`src/rtl/axi_arb_mon_pkg.sv`:
```
// Shared types and constants for the AW-channel arbitration monitor.
package axi_arb_mon_pkg;

  // Number of distinct violation classes tracked in the sticky register.
  localparam int ERR_W = 6;

  // Arbitration policy currently claimed by the arbiter under observation.
  typedef enum logic [1:0] {
    MODE_FIXED = 2'd0,
    MODE_RR    = 2'd1,
    MODE_WRR   = 2'd2,
    MODE_RSVD  = 2'd3
  } arb_mode_e;

  // Violation codes; the value doubles as the bit index in err_sticky.
  typedef enum logic [2:0] {
    VIOL_MULTI  = 3'd0,
    VIOL_NOARB  = 3'd1,
    VIOL_PRIO   = 3'd2,
    VIOL_RR     = 3'd3,
    VIOL_WRR    = 3'd4,
    VIOL_STARVE = 3'd5
  } viol_code_e;

  // Index of the lowest set bit; returns 0 for an all-zero vector.
  function automatic logic [2:0] lowest_set(input logic [7:0] vec);
    logic [2:0] idx;
    idx = 3'd0;
    for (int k = 7; k >= 0; k--) begin
      if (vec[k]) idx = 3'(k);
    end
    return idx;
  endfunction

endpackage

```
`src/rtl/axi_arb_monitor_if.sv`:
```
// Write-address handshake bundle for all monitored channels.
interface axi_arb_monitor_if #(
  parameter int NUM_CH = 3
);
  logic [NUM_CH-1:0] awvalid;
  logic [NUM_CH-1:0] awready;

  // The arbiter side drives the handshake; the monitor only observes it.
  modport master (output awvalid, output awready);
  modport slave  (input  awvalid, input  awready);
endinterface

```
`src/rtl/axi_arb_mon_ch.sv`:
```
// Per-channel history: run length of consecutive grants, stall length,
// and a one-cycle-delayed copy of AWVALID.
module axi_arb_mon_ch
  import axi_arb_mon_pkg::*;
#(
  parameter int NUM_CH   = 3,
  parameter int CH_IDX   = 0,
  parameter int CNT_W    = 16,
  parameter int MAX_WAIT = 256
) (
  input  logic              clk,
  input  logic              rst,
  axi_arb_monitor_if.slave  aw,
  input  logic              i_arb_en,
  output logic [CNT_W-1:0]  o_run_cnt,
  output logic              o_valid_q,
  output logic              o_starve
);

  localparam logic [CNT_W-1:0] WAIT_LIM = CNT_W'(MAX_WAIT);
  localparam logic [CNT_W-1:0] RUN_MAX  = '1;

  logic [NUM_CH-1:0] w_grant;
  logic              w_own_grant;
  logic              w_other_grant;
  logic              w_stall;
  logic [CNT_W-1:0]  r_run_cnt;
  logic [CNT_W-1:0]  r_wait_cnt;
  logic              r_valid_q;

  assign w_grant       = aw.awvalid & aw.awready;
  assign w_own_grant   = w_grant[CH_IDX];
  assign w_other_grant = |(w_grant & ~(NUM_CH'(1) << CH_IDX));
  assign w_stall       = aw.awvalid[CH_IDX] & ~aw.awready[CH_IDX];

  // Starvation fires only on the cycle the stall count reaches the limit,
  // so a long stall reports once and then sits saturated.
  generate
    if (MAX_WAIT == 0) begin : g_no_starve
      assign o_starve = 1'b0;
    end else begin : g_starve
      assign o_starve = i_arb_en & w_stall & (r_wait_cnt == WAIT_LIM - 1'b1);
    end
  endgenerate

  // Consecutive-grant run: extend on own grant, restart on anyone else's.
  always_ff @(posedge clk) begin
    if (rst) begin
      r_run_cnt <= '0;
    end else if (i_arb_en && w_own_grant) begin
      if (r_run_cnt != RUN_MAX) r_run_cnt <= r_run_cnt + 1'b1;
    end else if (w_other_grant) begin
      r_run_cnt <= '0;
    end
  end

  // Stall length: counts valid-without-ready cycles, saturating at the limit.
  always_ff @(posedge clk) begin
    if (rst) begin
      r_wait_cnt <= '0;
    end else if (w_stall) begin
      if (r_wait_cnt != WAIT_LIM) r_wait_cnt <= r_wait_cnt + 1'b1;
    end else begin
      r_wait_cnt <= '0;
    end
  end

  // Previous-cycle AWVALID, used to decide whether another channel was waiting.
  always_ff @(posedge clk) begin
    if (rst) r_valid_q <= 1'b0;
    else     r_valid_q <= aw.awvalid[CH_IDX];
  end

  assign o_run_cnt = r_run_cnt;
  assign o_valid_q = r_valid_q;

endmodule

```
`src/rtl/axi_arb_monitor.sv`:
```
// Passive checker for an AW-channel arbiter: detects multi-grant, grants
// while disabled, fixed/round-robin/weighted policy breaches and starvation,
// and keeps sticky flags, a first-error record and a violation-cycle count.
module axi_arb_monitor
  import axi_arb_mon_pkg::*;
#(
  parameter int NUM_CH   = 3,
  parameter int CNT_W    = 16,
  parameter int WEIGHT_W = 16,
  parameter int MAX_WAIT = 256,
  parameter int RR_BURST = 1
) (
  input  logic                       clk,
  input  logic                       rst,
  input  logic [NUM_CH-1:0]          awvalid,
  input  logic [NUM_CH-1:0]          awready,
  input  logic                       arb_en,
  input  logic [1:0]                 arb_mode,
  input  logic [NUM_CH*WEIGHT_W-1:0] weight,
  input  logic                       clr_err,
  output logic [ERR_W-1:0]           err_sticky,
  output logic                       err_pulse,
  output logic [2:0]                 first_code,
  output logic [2:0]                 first_ch,
  output logic [15:0]                err_cnt
);

  axi_arb_monitor_if #(.NUM_CH(NUM_CH)) w_aw_if ();

  assign w_aw_if.awvalid = awvalid;
  assign w_aw_if.awready = awready;

  arb_mode_e         w_mode;
  logic [NUM_CH-1:0] w_grant;
  logic [CNT_W-1:0]  w_run_cnt [NUM_CH];
  logic [NUM_CH-1:0] w_valid_q;
  logic [NUM_CH-1:0] w_starve;
  logic [NUM_CH-1:0] w_prio_ch;
  logic [NUM_CH-1:0] w_rr_ch;
  logic [NUM_CH-1:0] w_wrr_ch;
  logic [ERR_W-1:0]  w_viol;
  logic              w_any;
  logic [2:0]        w_first_code;
  logic [2:0]        w_first_ch;

  logic [ERR_W-1:0]  r_err_sticky;
  logic              r_err_pulse;
  logic [2:0]        r_first_code;
  logic [2:0]        r_first_ch;
  logic [15:0]       r_err_cnt;

  assign w_mode  = arb_mode_e'(arb_mode);
  assign w_grant = awvalid & awready;

  generate
    for (genvar gi = 0; gi < NUM_CH; gi++) begin : g_ch
      logic [WEIGHT_W-1:0] w_weight;
      logic [31:0]         w_wlim;
      logic                w_others_waiting;

      // A zero weight still allows one grant per turn.
      assign w_weight         = weight[gi*WEIGHT_W +: WEIGHT_W];
      assign w_wlim           = (w_weight == '0) ? 32'd1 : 32'(w_weight);
      assign w_others_waiting = |(w_valid_q & ~(NUM_CH'(1) << gi));

      // Channel 0 has top priority, so it can never be granted out of order.
      if (gi == 0) begin : g_top
        assign w_prio_ch[gi] = 1'b0;
      end else begin : g_low
        assign w_prio_ch[gi] = w_grant[gi] & (|awvalid[gi-1:0]);
      end

      // Run count is the number of grants already taken before this one.
      assign w_rr_ch[gi]  = w_grant[gi] & (32'(w_run_cnt[gi]) >= 32'(RR_BURST))
                            & w_others_waiting;
      assign w_wrr_ch[gi] = w_grant[gi] & (32'(w_run_cnt[gi]) >= w_wlim)
                            & w_others_waiting;

      axi_arb_mon_ch #(
        .NUM_CH   (NUM_CH),
        .CH_IDX   (gi),
        .CNT_W    (CNT_W),
        .MAX_WAIT (MAX_WAIT)
      ) u_ch (
        .clk       (clk),
        .rst       (rst),
        .aw        (w_aw_if),
        .i_arb_en  (arb_en),
        .o_run_cnt (w_run_cnt[gi]),
        .o_valid_q (w_valid_q[gi]),
        .o_starve  (w_starve[gi])
      );
    end
  endgenerate

  // Violations seen this cycle; policy checks depend on the current mode.
  always_comb begin
    w_viol              = '0;
    w_viol[VIOL_MULTI]  = |(w_grant & (w_grant - 1'b1));
    w_viol[VIOL_NOARB]  = ~arb_en & (|w_grant[NUM_CH-1:1]);
    if (arb_en) begin
      case (w_mode)
        MODE_FIXED: w_viol[VIOL_PRIO] = |w_prio_ch;
        MODE_RR:    w_viol[VIOL_RR]   = |w_rr_ch;
        MODE_WRR:   w_viol[VIOL_WRR]  = |w_wrr_ch;
        default:    w_viol[VIOL_PRIO] = 1'b0;
      endcase
    end
    w_viol[VIOL_STARVE] = |w_starve;
  end

  assign w_any = |w_viol;

  // Lowest-numbered violation and the lowest channel responsible for it.
  always_comb begin
    w_first_code = lowest_set(8'(w_viol));
    case (viol_code_e'(w_first_code))
      VIOL_PRIO:   w_first_ch = lowest_set(8'(w_prio_ch));
      VIOL_RR:     w_first_ch = lowest_set(8'(w_rr_ch));
      VIOL_WRR:    w_first_ch = lowest_set(8'(w_wrr_ch));
      VIOL_STARVE: w_first_ch = lowest_set(8'(w_starve));
      default:     w_first_ch = lowest_set(8'(w_grant));
    endcase
  end

  // Error bookkeeping; a violation coinciding with a clear restarts the record.
  always_ff @(posedge clk) begin
    if (rst) begin
      r_err_sticky <= '0;
      r_err_pulse  <= 1'b0;
      r_first_code <= '0;
      r_first_ch   <= '0;
      r_err_cnt    <= '0;
    end else begin
      r_err_pulse <= w_any;
      if (clr_err) begin
        r_err_sticky <= w_viol;
        r_err_cnt    <= {15'd0, w_any};
        r_first_code <= w_any ? w_first_code : 3'd0;
        r_first_ch   <= w_any ? w_first_ch : 3'd0;
      end else begin
        r_err_sticky <= r_err_sticky | w_viol;
        if (w_any && (r_err_cnt != 16'hFFFF)) r_err_cnt <= r_err_cnt + 16'd1;
        if (w_any && (r_err_sticky == '0)) begin
          r_first_code <= w_first_code;
          r_first_ch   <= w_first_ch;
        end
      end
    end
  end

  assign err_sticky = r_err_sticky;
  assign err_pulse  = r_err_pulse;
  assign first_code = r_first_code;
  assign first_ch   = r_first_ch;
  assign err_cnt    = r_err_cnt;

endmodule

```
`config.mk`:
```
export PLATFORM = sky130hd
export DESIGN_NAME = axi_arb_monitor
export DESIGN_NICKNAME = d
export VERILOG_FILES = /design/src/rtl/axi_arb_mon_pkg.sv /design/src/rtl/axi_arb_monitor_if.sv /design/src/rtl/axi_arb_mon_ch.sv /design/src/rtl/axi_arb_monitor.sv
export SDC_FILE = /design/constraint.sdc
export NUM_CORES = 1
export LEC_CHECK = 0
export CELL_PAD_IN_SITES_DETAIL_PLACEMENT = 0
export CELL_PAD_IN_SITES_GLOBAL_PLACEMENT = 1
export CORE_MARGIN = 2
export CORE_UTILIZATION = 34
export CTS_CLUSTER_DIAMETER = 40
export DETAILED_ROUTE_END_ITERATION = 10
export GPL_TIMING_DRIVEN = 0
export PLACE_DENSITY_LB_ADDON = 0.2
export SYNTH_ARGS = -nofsm -noshare
export SYNTH_HDL_FRONTEND = slang
export SYNTH_SLANG_ARGS = --single-unit
```
`constraint.sdc`:
```
create_clock -name clk -period 3.15 [get_ports clk]
set_clock_uncertainty 0.2 [all_clocks]
set_input_delay 0.315 -clock clk [delete_from_list [all_inputs] [get_ports clk]]
set_output_delay 0.315 -clock clk [all_outputs]
set_load 0.02 [all_outputs]
```
==> flow_metrics.tcl <==
set metrics [dict create \
    synth-seq-cells 127 \
    post_drt_wl_per_cell_um 14.2 \
    row_count 54 \
    fmax_ghz 0.328 \
    netlist_instances 966 \
    ys_seq_area_share_pct 33.2 \
    syn_area_mm2 0.00765 \
    ant_nets 0 \
    cp_max_fo 7 \
    drtIter0Drc 303 \
    avgSynthCellArea_um2 7.92 \
    slew_violations 0 \
    fp.dieW_um 154 \
    cts.hold.buffers_added 0 \
    crit_path_start_kind "primary input" \
    critPathSlowestCell "or4_4" \
    clk_path_buf_depth 2 \
    fin_crit_ps 3050 \
    start_util_pct 34.9 \
    crit_path_max_incr_delay_ps 540 \
    diodes 0 \
    vias 6900 \
    required_ps 3300 \
    numCtsBuffers 17 \
    final_hold_viol_count 0 \
    totalWireLength_mm 19.5 \
    die_y_um 154 \
    root_buffer "clkbuf_16" \
    grt_pass1_vias 6740 \
    cellPowerDensity_mw_per_mm2 409 \
    synth-main-ff-cell "dfxtp_1" \
    grt_max_degree 17 \
    maxCapViolations 0 \
    clk_latency_ps 410 \
    nNetsFinal 1200 \
    cp_data_arrival_time_ps 3190 \
    crit_top_cell "o21ai_4" \
    yosysWarningCount 0 \
    cts.sink_count 127 \
    route.detailed.drc 0 \
    vias_per_cell 5.04 \
    first_pass_iters 5 \
    path_cells "clkdlybuf4s50_1, inv_1, ha_1, nand4_1, or4_4, o21ai_4, a22oi_2, o21ai_4, o21ai_4, buf_4, or4_1, a21oi_2" \
    synth_edf_count 0 \
    cp.buffers_inverters 3 \
    drive_gt1_share_pct 9.10 \
    hp-class "primary input to flip-flop" \
    ir_drop_mv 0.338 \
    dp_hpwl_mm 14.6 \
    hold_slack_ps 90.4 \
    antenna_found_initial 0 \
    routabilityCongestion 0.781 \
    setup_tns_ps 0 \
    core_mm2 0.0220 \
    die-area_mm2 0.0237 \
    cts-htree-levels 4 \
    grt_use_total_pct 17.0 \
    synth_async_sr_flop_share_pct 0 \
    worst_slew_pin_slew_ps 562 \
    cts_tree "built" \
    final_cell_mix "nor2_1 (125), dfxtp_1 (125), nand2_1 (94)" \
    io_pins 89 \
    ys_types 63 \
    grt_overflow 0 \
    synth_fp_nets 1090 \
    clk_pin_slew_ps 50 \
    power_leakage_uw 0.00396 \
    syn_to_final_growth_pct 27.1 \
    worstSetupPathType "primary input to flip-flop" \
    status "completed" \
    grt_pass1_wl_mm 33.0 \
    cpLargestDelayFamily "simple AND/OR/NAND/NOR gates" \
    period_share_pct 96.7 \
    end_kind "flip-flop" \
    io_buffers 84 \
    worst_slew_margin_rel_pct 62.3 \
    setup_violations 0 \
]
## layer usage
metal / up-vias / routed length (um) / GRT usage [%]
met4: 0 / 145 / 3.74
li1: 3638 / - / -
met1: 3149 / 9940 / 23.6
met3: 11 / 664 / 3.58
met2: 102 / 8710 / 27.1
met5: - / 0 / 0
## sequential cells by signal (all words and copies together), names as in the netlist
signal and flops:
err_cnt 16, err_pulse 1, err_sticky 6, first_ch 2, first_code 3, g_ch.u_ch.o_run_cnt 48
g_ch.u_ch.o_valid_q 3, g_ch.u_ch.r_wait_cnt 48
## layout make-up
class,count,area (um2)
Buffer,26,145
Inverter,63,236
Fill cell,2210,12200
Tap cell,280,350
Timing Repair Buffer,91,956
Clock buffer,25,505
Multi-Input combinational cell,750,4910
Sequential cell,127,2540
Clock inverter,6,80.1
## where the power goes
part / switching [uW] / internal, uW / leakage [uW]
clock network: 704 / 1260 / 0.000293
logic: 213 / 171 / 0.00264
registers: 13.0 / 1620 / 0.00103
## worst paths after layout
| check | from | to | slack, ps | depth (start not counted) |
|---|---|---|---|---|
| worst min-delay path | awvalid[0] | g_ch[0].u_ch.o_valid_q$_SDFF_PP0_ | 90 | 2 |
| worst max register to register | g_ch[1].u_ch.o_run_cnt[15]$_SDFFE_PP0P_ | err_cnt[15]$_SDFFE_PP0P_ | 140 | 11 |
| worst max-delay path | weight[47] | err_cnt[15]$_SDFFE_PP0P_ | 100 | 12 |
| worst min register to register | first_ch[0]$_SDFFE_PP0P_ | first_ch[0]$_SDFFE_PP0P_ | 280 | 2 |
## cells in the mapped netlist (6+ instances only)
library cell / n / share of area, %
a21oi_1: 66 / 4.3
and2_1: 8 / 0.65
and3_1: 31 / 2.5
and4_1: 8 / 0.92
clkbuf_1: 17 / 0.83
dfxtp_1: 127 / 33
ha_1: 64 / 10
inv_1: 63 / 3.1
nand2_1: 94 / 4.6
nand2b_1: 10 / 0.82
nand3_1: 43 / 2.8
nand4_1: 24 / 2.0
nor2_1: 126 / 6.2
nor2b_1: 6 / 0.49
nor3_1: 20 / 1.3
nor4_1: 25 / 2.0
o211ai_1: 6 / 0.59
o21a_1: 6 / 0.59
o21ai_0: 37 / 2.4
o31ai_1: 9 / 0.88
or3_1: 18 / 1.5
or4_1: 9 / 0.88
xnor2_1: 16 / 1.8
xor2_1: 50 / 5.7
## per-stage QoR
step | power (uW) | setup slack (ps) | utilization [%] | std cells | cell area [um2]
floorplan | 1860 | 38.9 | - | 966 | 7650
global placement | 2020 | -1060 | 40.3 | 1330 | 8850
detailed placement | 2020 | -1070 | 40.3 | 1330 | 8850
CTS | 4020 | 0.562 | 43.7 | 1367 | 9600
global route | 4140 | -7.17 | 44.3 | 1368 | 9730
finish | 3980 | 105 | 44.3 | 1368 | 9730
## timing repair
action / in CTS / in global routing
endpoints found under the setup margin: 22 / 20
setup buffers: 5 / 1
cloned: 1 / 0
pin swaps: 21 / 32
gates resized for setup: 42 / 52
## cell families (layout without fill, tap and decap cells)
kind of cell | Yosys count | in the layout | synth area share, %
AO/OA/AOI/OAI | 170 | 170 | 13.8
buffers and inverters | 89 | 211 | 4.99
adder cells (fa/ha/maj) | 64 | 64 | 10.5
other | 1 | 1 | 0.0490
AND/OR/NAND/NOR | 445 | 445 | 29.4
flip-flops | 127 | 127 | 33.2
XOR/XNOR | 66 | 66 | 7.55
multiplexers | 4 | 4 | 0.572
Power figures use the tool's default switching activity.
